### config.mk
export PLATFORM = sky130hd
export DESIGN_NAME = div_ctrl
export DESIGN_NICKNAME = d
export VERILOG_FILES = /design/src/rtl/div_ctrl.sv
export SDC_FILE = /design/constraint.sdc
export NUM_CORES = 1
export LEC_CHECK = 0
export BUFFER_PORTS_ARGS = -buffer_cell sky130_fd_sc_hd__buf_4
export CORE_AREA = 2 2 170 172
export CTS_CLUSTER_SIZE = 16
export DETAILED_ROUTE_END_ITERATION = 10
export DIE_AREA = 0 0 172 174
export PLACE_DENSITY = 0.62
export SETUP_SLACK_MARGIN = 0.4
export SLEW_MARGIN = 15
export SYNTH_ARGS = -nofsm -noshare
export SYNTH_HDL_FRONTEND = slang
export SYNTH_SLANG_ARGS = --single-unit
### constraint.sdc
create_clock -name clk -period 3.3 [get_ports clk]
set_clock_uncertainty 0.1 [all_clocks]
set_input_delay 0 -clock clk [delete_from_list [all_inputs] [get_ports clk]]
set_output_delay 0 -clock clk [all_outputs]
set_load 0.005 [all_outputs]
### src/rtl/div_ctrl.sv
// Multi-cycle 32-bit divider (DIV/DIVU) for the EX stage: one restoring step per cycle.
// Optional macro DIV_ZERO_CHECK_EN adds a short-circuit path for a zero divisor.
module div_ctrl (
    input  logic        clk,
    input  logic        rst,
    input  logic        signed_div_i,
    input  logic [31:0] opdata1_i,
    input  logic [31:0] opdata2_i,
    input  logic        start_i,
    input  logic        annul_i,
    output logic [63:0] result_o,
    output logic        ready_o,
    output logic        stallreq_o
);

    // state     | meaning
    // ST_FREE   | idle, waiting for start_i
    // ST_BYZERO | zero divisor seen at capture (DIV_ZERO_CHECK_EN only)
    // ST_ON     | 32 shift-subtract steps in progress
    // ST_END    | result presented, held while start_i stays high
`ifdef DIV_ZERO_CHECK_EN
    typedef enum logic [1:0] {
        ST_FREE   = 2'd0,
        ST_BYZERO = 2'd1,
        ST_ON     = 2'd2,
        ST_END    = 2'd3
    } state_t;
`else
    typedef enum logic [1:0] {
        ST_FREE   = 2'd0,
        ST_ON     = 2'd2,
        ST_END    = 2'd3
    } state_t;
`endif

    state_t      state_q;
    logic [4:0]  cnt_q;
    logic [64:0] work_q;
    logic [31:0] divisor_q;
    logic        neg_quo_q;
    logic        neg_rem_q;

    logic [31:0] abs_a;
    logic [31:0] abs_b;
    logic [32:0] diff;
    logic [64:0] work_step_d;
    logic [31:0] quo;
    logic [31:0] rem;
    logic [31:0] quo_fix;
    logic [31:0] rem_fix;

    assign abs_a = (signed_div_i && opdata1_i[31]) ? (~opdata1_i + 32'd1) : opdata1_i;
    assign abs_b = (signed_div_i && opdata2_i[31]) ? (~opdata2_i + 32'd1) : opdata2_i;

    // Working register: remainder in [64:33], quotient bits shift in at [0].
    // A borrow out of the trial subtraction means the partial remainder is below the divisor.
    assign diff        = {1'b0, work_q[63:32]} - {1'b0, divisor_q};
    assign work_step_d = diff[32] ? {work_q[63:0], 1'b0}
                                  : {diff[31:0], work_q[31:0], 1'b1};

    assign quo     = work_q[31:0];
    assign rem     = work_q[64:33];
    assign quo_fix = neg_quo_q ? (~quo + 32'd1) : quo;
    assign rem_fix = neg_rem_q ? (~rem + 32'd1) : rem;

    assign stallreq_o = start_i & ~ready_o & ~annul_i;

    always_ff @(posedge clk) begin
        if (!rst) begin
            state_q   <= ST_FREE;
            cnt_q     <= 5'd0;
            work_q    <= 65'd0;
            divisor_q <= 32'd0;
            neg_quo_q <= 1'b0;
            neg_rem_q <= 1'b0;
            result_o  <= 64'd0;
            ready_o   <= 1'b0;
        end else begin
            case (state_q)
                ST_FREE: begin
                    ready_o  <= 1'b0;
                    result_o <= 64'd0;
                    if (start_i && !annul_i) begin
                        divisor_q <= abs_b;
                        neg_quo_q <= signed_div_i & (opdata1_i[31] ^ opdata2_i[31]);
                        neg_rem_q <= signed_div_i & opdata1_i[31];
                        work_q    <= {32'd0, abs_a, 1'b0};
                        cnt_q     <= 5'd0;
`ifdef DIV_ZERO_CHECK_EN
                        if (opdata2_i == 32'd0) begin
                            state_q <= ST_BYZERO;
                        end else begin
                            state_q <= ST_ON;
                        end
`else
                        state_q <= ST_ON;
`endif
                    end
                end
`ifdef DIV_ZERO_CHECK_EN
                ST_BYZERO: begin
                    work_q <= 65'd0;
                    if (annul_i) begin
                        state_q <= ST_FREE;
                    end else begin
                        state_q <= ST_END;
                    end
                end
`endif
                ST_ON: begin
                    if (annul_i) begin
                        state_q <= ST_FREE;
                        cnt_q   <= 5'd0;
                    end else begin
                        work_q <= work_step_d;
                        cnt_q  <= cnt_q + 5'd1;
                        if (cnt_q == 5'd31) begin
                            state_q <= ST_END;
                        end
                    end
                end
                ST_END: begin
                    // Result is recomputed from the frozen working register, so it stays stable.
                    if (start_i) begin
                        ready_o  <= 1'b1;
                        result_o <= {rem_fix, quo_fix};
                    end else begin
                        ready_o  <= 1'b0;
                        result_o <= 64'd0;
                        state_q  <= ST_FREE;
                    end
                end
                default: begin
                    state_q <= ST_FREE;
                end
            endcase
        end
    end

endmodule

# Yosys cells after proc, flatten, opt, wreduce, memory -nomap -nowiden
# Cells that the tools add are included.
# word_totals
reg_bits	171
in_bits	69
out_inout_bits	66
# op_classes
muxes	20
n_reduce_logical	11
addsub	6
bitwise_logic	11
n_eq_ne	7
# ops
op	n
65-bit two-way mux	3
65-bit case mux with 2 select lines	1
32-bit by 1-bit adder with 32-bit output (second input constant)	4
32-bit two-way mux	4
32-bit inverter	4
64-bit case mux with 2 select lines	1
64-bit two-way mux	1
32-bit by 32-bit subtractor with 33-bit output	1
5-bit two-way mux	2
5-bit case mux with 2 select lines	1
2-bit two-way mux	4
2-bit inequality test (second input constant)	3
2-bit case mux with 3 select lines	1
3-bit AND reduction	2
5-bit by 1-bit adder with 5-bit output (second input constant)	1
5-bit == test (second input constant)	1
1-bit bitwise AND	4
2-bit == test (second input constant)	2
2-bit AND reduction	2
2-bit nonzero test	2
1-bit logical AND	3
3-bit inequality test (second input constant)	1
2-bit logical NOT	1
1-bit inverter	2
other kinds (4)	4

# Longest topological paths before layout
# depth
ltp_word	5
ltp_mapped	12

# Least setup slack after synthesis
# OpenSTA, ideal clock, no wires.
# synth_path
kind	register to register
start	register work_q[32]
end	register work_q[36]
path_buffers	1
period_less_slack_ns	2.769
setup_ns	0.128
t_required_ns	3.072
path_stages_with_launch	13
arrival_ns	2.541
setup_slack_ns	0.531
cell_sequence	dfxtp_1 > inv_1 > ha_1 > fa_1 > nor2b_1 > o31a_1 > a41oi_1 > o22ai_2 > a21oi_2 > nand2_2 > buf_4 > mux2i_1 > o21ai_0
# synth_via
elab_chain_cells	4
# synth_rtl
element	line_no	text
start: declaration	38	logic [64:0] work_q;
start signal: assignment	87	work_q <= {32'd0, abs_a, 1'b0};
start signal: assignment	115	work_q <= work_step_d;
32-bit by 32-bit subtractor with 33-bit output	57	assign diff = {1'b0, work_q[63:32]} - {1'b0, divisor_q};
65-bit two-way mux	58	assign work_step_d = diff[32] ? {work_q[63:0], 1'b0}
65-bit two-way mux	111	if (annul_i) begin
65-bit case mux with 2 select lines	79	case (state_q)
# No other way between the ends. The select of a mux whose other input is x is not followed.
# A chain may end at the register's enable or synchronous reset.

# Worst setup path after layout
# layout_path
start	input opdata1_i[16]
end	register work_q[29]
# layout_via
elab_chain_cells	5
# layout_rtl
element	line_no	text
start: declaration	7	input logic [31:0] opdata1_i,
32-bit inverter	52	assign abs_a = (signed_div_i && opdata1_i[31]) ? (~opdata1_i + 32'd1) : opdata1_i;
32-bit by 1-bit adder with 32-bit output	52	
32-bit two-way mux	52	
65-bit two-way mux	83	if (start_i && !annul_i) begin
65-bit case mux with 2 select lines	79	
# No other way between the ends. The select of a mux whose other input is x is not followed.

==> results.md <==
### Synth
- 31.0% — share of Yosys cell area claimed by the top area cell type
- 0% — Async SR Flop Fraction
- 7.88 um2 — mean instance size in the synthesized netlist
- 11000 um2 — cell area after synthesis
- 25.2% — post-synthesis compound-gate area fraction
- 1.36% — share of cell area taken by muxes after synthesis
- 0 — yosys warns
- 31.0% — register area share after synthesis
- compound AO/OA/AOI/OAI gates — main combinational cell family by area after synthesis
- 1513 — total nets after synthesis
- sky130_fd_sc_hd__dfxtp_1 — Main synth FF type
- 4.94% — post-synthesis adder-cell area fraction
- sky130_fd_sc_hd__dfxtp_1 — library cell occupying the most area in the post-synthesis netlist
- 1401 — Mapped Cells
- 171 — number of synthesized register bits
- sky130_fd_sc_hd__dfxtp_1 31%, sky130_fd_sc_hd__nand2_1 8.0%, sky130_fd_sc_hd__xnor2_1 6.9% — cell types occupying the most area after synthesis
- 11.5% — post-synthesis xor/xnor area fraction
- 71 — number of distinct library cells after synthesis
- 0 — number of flops mapped to enable cells by yosys
- 21.0% — synthesized-area fraction occupied by and/or/nand/nor cells

### STA
- true — unrepaired setup endpoints after global routing
- 2 — Final Hold Vio Count
- -0.00195 ns — worst hold margin
- 31.1% — worst slew margin relative to its limit
- 354 MHz — Fmax
- 0 — max-slew violation count
- 2.83 ns — Final Critical Period
- 0 — number of endpoints failing setup at the final stage
- 1.03 ns — actual slew at the worst max-slew pin
- 85.7% — fraction of the cycle the final worst path needs
- 0 ns — total negative slack

### Final layout
- 16.6% — share of layout cells above drive strength 1
- 1974 — Post-Layout Cell Count
- 49.5% — Final Core Density
- 0 — diodes inserted
- 1689 — net count of the finished layout
- 26.6% — Synth-to-Final Area Change

### Global route
- 9323 — via count of the first global-routing pass
- 28.9% — met2 track utilization from global routing
- 0 — antenna violations before repair
- 20.7% — all-layer global routing usage
- met1 — Most Crowded Layer GR
- 63 — maximum number of pins on one net before global-route repair
- 32.9% — met1 Usage GRT
- 2.98% — met3 track demand over resource
- 49900 um — first-pass GRT wire length
- 0 — GR Overflow Total

### Clock tree
- sky130_fd_sc_hd__clkbuf_16 — clock root buffer
- yes — clock tree from TritonCTS
- 2 — Clock Tree Buf Depth
- 0.07 ns — clock-pin slew of the registers on the worst-case setup and hold paths
- 0.44 ns — clock latency reported for the late side of the worst-skew pair
- 17 — Num CTS Buffers
- 171 — clock sink count
- 4 — H-tree levels

### Detailed routing
- 31300 um — final routed wirelength across all metal layers
- 0 — Routed Antenna Nets
- 5.27 — ratio of routed vias to standard cells
- 756 — count of routing violations after the opening detailed-route iteration
- 15.9 um — wire per inst
- 10.4k — vias after detailed routing
- 5 — number of detailed-route iterations in the first pass
- 0 — post-detailed-route DRC marker count

### Floorplanning
- 62 — Row Count
- 174 um — Die Ht
- 39.1% — Starting Density
- 135 — Top Ports
- 28200 um2 — placeable core region
- 172 um — width of the die
- 29900 um2 — die area

### Outcome
- negative hold slack — violations in the final reports
- complete, but fails checks — status

### Worst setup path
- input port — startpoint type of the worst setup path
- flop — element type at the critical path end
- in2reg — type of the worst setup path
- 3.53 ns — endpoint required time on the critical path
- 5 — worst-path fanout max
- 3.06 ns — arrival time at the worst endpoint

### Place
- 0.906 — routability congestion estimate from global placement
- 23400 um — placed wire-length estimate after detailed placement
- 1867 — instance count after placement with tap cells included
- 134 — buffers added on ports

### Min path
- in2reg — Hold Path Class

### Pwr
- 435 nW/um2 — power density cells
- 0.00575 uW — leakage power total
- 0.360 mV — worst vdd rail ir drop

### Job
- 0 — max_cap viols

## through the flow
| stage | power, uW | area [um2] | worst slack [ns] |
|---|---|---|---|
| floorplan | 3370 | 11000 | 0.531 |
| global placement | 3800 | 12400 | 0.369 |
| detailed placement | 3810 | 12400 | 0.331 |
| CTS | 6060 | 13800 | 0.400 |
| global route | 6390 | 14000 | 0.376 |
| finish | 6080 | 14000 | 0.473 |
## state kept, by name (all words and copies together), names as in the netlist
signal / cells
divisor_q: 32
neg_rem_q: 1
result_o: 64
cnt_q: 5
ready_o: 1
work_q: 65
state_q: 2
neg_quo_q: 1
## area by class of cell
| class | instances | area [um2] |
|---|---|---|
| Clock buffer | 19 | 433 |
| Sequential cell | 171 | 3430 |
| Timing Repair Buffer | 238 | 1980 |
| Fill cell | 2748 | 14300 |
| Tap cell | 384 | 480 |
| Multi-Input combinational cell | 1093 | 7240 |
| Clock inverter | 13 | 190 |
| Inverter | 56 | 210 |
## kinds of logic (layout without fill, tap and decap cells)
logic type	Yosys count	count (layout)
mux	15	15
simple gates	477	477
buf+inv	137	326
compound gates	413	413
xor+xnor	145	145
fa+ha+maj	43	43
flops	171	171
## path summary, 6_finish.rpt
kind                        startpoint                   endpoint  slack (ns)  cells past startpoint
max                      opdata1_i[16]    work_q[29]$_SDFFE_PN0P_        0.47                      9
min                      opdata1_i[30]    work_q[32]$_SDFFE_PN0P_      -0.002                      6
max reg2reg    work_q[32]$_SDFFE_PN0P_    work_q[45]$_SDFFE_PN0P_        0.48                     12
min reg2reg  result_o[63]$_SDFFE_PN0P_  result_o[63]$_SDFFE_PN0P_        0.35                      2
## cells in the final DEF (no fill, tap or decap), drive strengths merged, types with 4 or more instances in the layout
cell type / netlist / final
nand2: 237 / 237
dfxtp: 171 / 171
buf: 12 / 169
o21ai: 136 / 136
xnor2: 87 / 87
dlygate4sd3: 0 / 69
a21oi: 65 / 65
inv: 56 / 59
xor2: 58 / 58
nor2b: 47 / 47
nor2: 46 / 46
ha: 42 / 42
a22oi: 40 / 40
o31ai: 29 / 29
a21boi: 27 / 27
o211a: 25 / 25
nor3: 24 / 24
nand3: 23 / 23
clkbuf: 68 / 19
and2: 17 / 17
or4: 17 / 17
o41ai: 17 / 17
a32oi: 16 / 16
mux2i: 15 / 15
a31oi: 14 / 14
or3: 11 / 11
or2: 10 / 10
nand2b: 10 / 10
a21o: 9 / 9
nand4: 9 / 9
nor4: 8 / 8
and3: 7 / 7
o211ai: 5 / 5
o21a: 4 / 4
clkinvlp: 0 / 4
bufinv: 0 / 4
o22ai: 4 / 4
## synthesized netlist by cell type (10+ instances only)
cell,n
sky130_fd_sc_hd__nand2_1,236
sky130_fd_sc_hd__dfxtp_1,171
sky130_fd_sc_hd__o21ai_0,127
sky130_fd_sc_hd__xnor2_1,87
sky130_fd_sc_hd__clkbuf_1,67
sky130_fd_sc_hd__a21oi_1,64
sky130_fd_sc_hd__xor2_1,58
sky130_fd_sc_hd__inv_1,56
sky130_fd_sc_hd__nor2b_1,47
sky130_fd_sc_hd__nor2_1,46
sky130_fd_sc_hd__ha_1,42
sky130_fd_sc_hd__a22oi_1,40
sky130_fd_sc_hd__a21boi_0,27
sky130_fd_sc_hd__o31ai_1,26
sky130_fd_sc_hd__o211a_1,25
sky130_fd_sc_hd__nor3_1,24
sky130_fd_sc_hd__nand3_1,23
sky130_fd_sc_hd__and2_1,17
sky130_fd_sc_hd__a32oi_1,16
sky130_fd_sc_hd__mux2i_1,15
sky130_fd_sc_hd__or4_1,15
sky130_fd_sc_hd__a31oi_1,14
sky130_fd_sc_hd__o41ai_1,14
sky130_fd_sc_hd__or3_1,11
sky130_fd_sc_hd__or2_2,10
## what timing repair did
item                       in CTS  in global routing
pin swaps                       1                  8
resized for setup              10                 33
hold buffers                   69                  0
hold endpoints to repair       56                  0
buffers inserted                0                  6
setup endpoints to repair      20                 45
## worst max-delay path: stages
cell	delay (ns)
sky130_fd_sc_hd__dlygate4sd3_1	0.54
sky130_fd_sc_hd__buf_4	0.15
sky130_fd_sc_hd__or4_1	0.60
sky130_fd_sc_hd__nor4_4	0.33
sky130_fd_sc_hd__nand2b_1	0.17
sky130_fd_sc_hd__o41ai_1	0.44
sky130_fd_sc_hd__xor2_1	0.20
sky130_fd_sc_hd__dlygate4sd3_1	0.57
sky130_fd_sc_hd__o21ai_1	0.05
## where the power goes
group          internal [uW]  switching, uW
sequential              2160            103
clock                   1270            885
combinational            679            982
total                   4110           1970
## layer usage
| layer | vias to the layer above | part of all wire (%) |
|---|---|---|
| li1 | 5310 | - |
| met1 | 4797 | 53 |
| met2 | 265 | 41 |
| met3 | 23 | 5.5 |
| met4 | 0 | 0.99 |
| met5 | - | 0 |
Note: power is estimated with default switching activity, not from simulation.
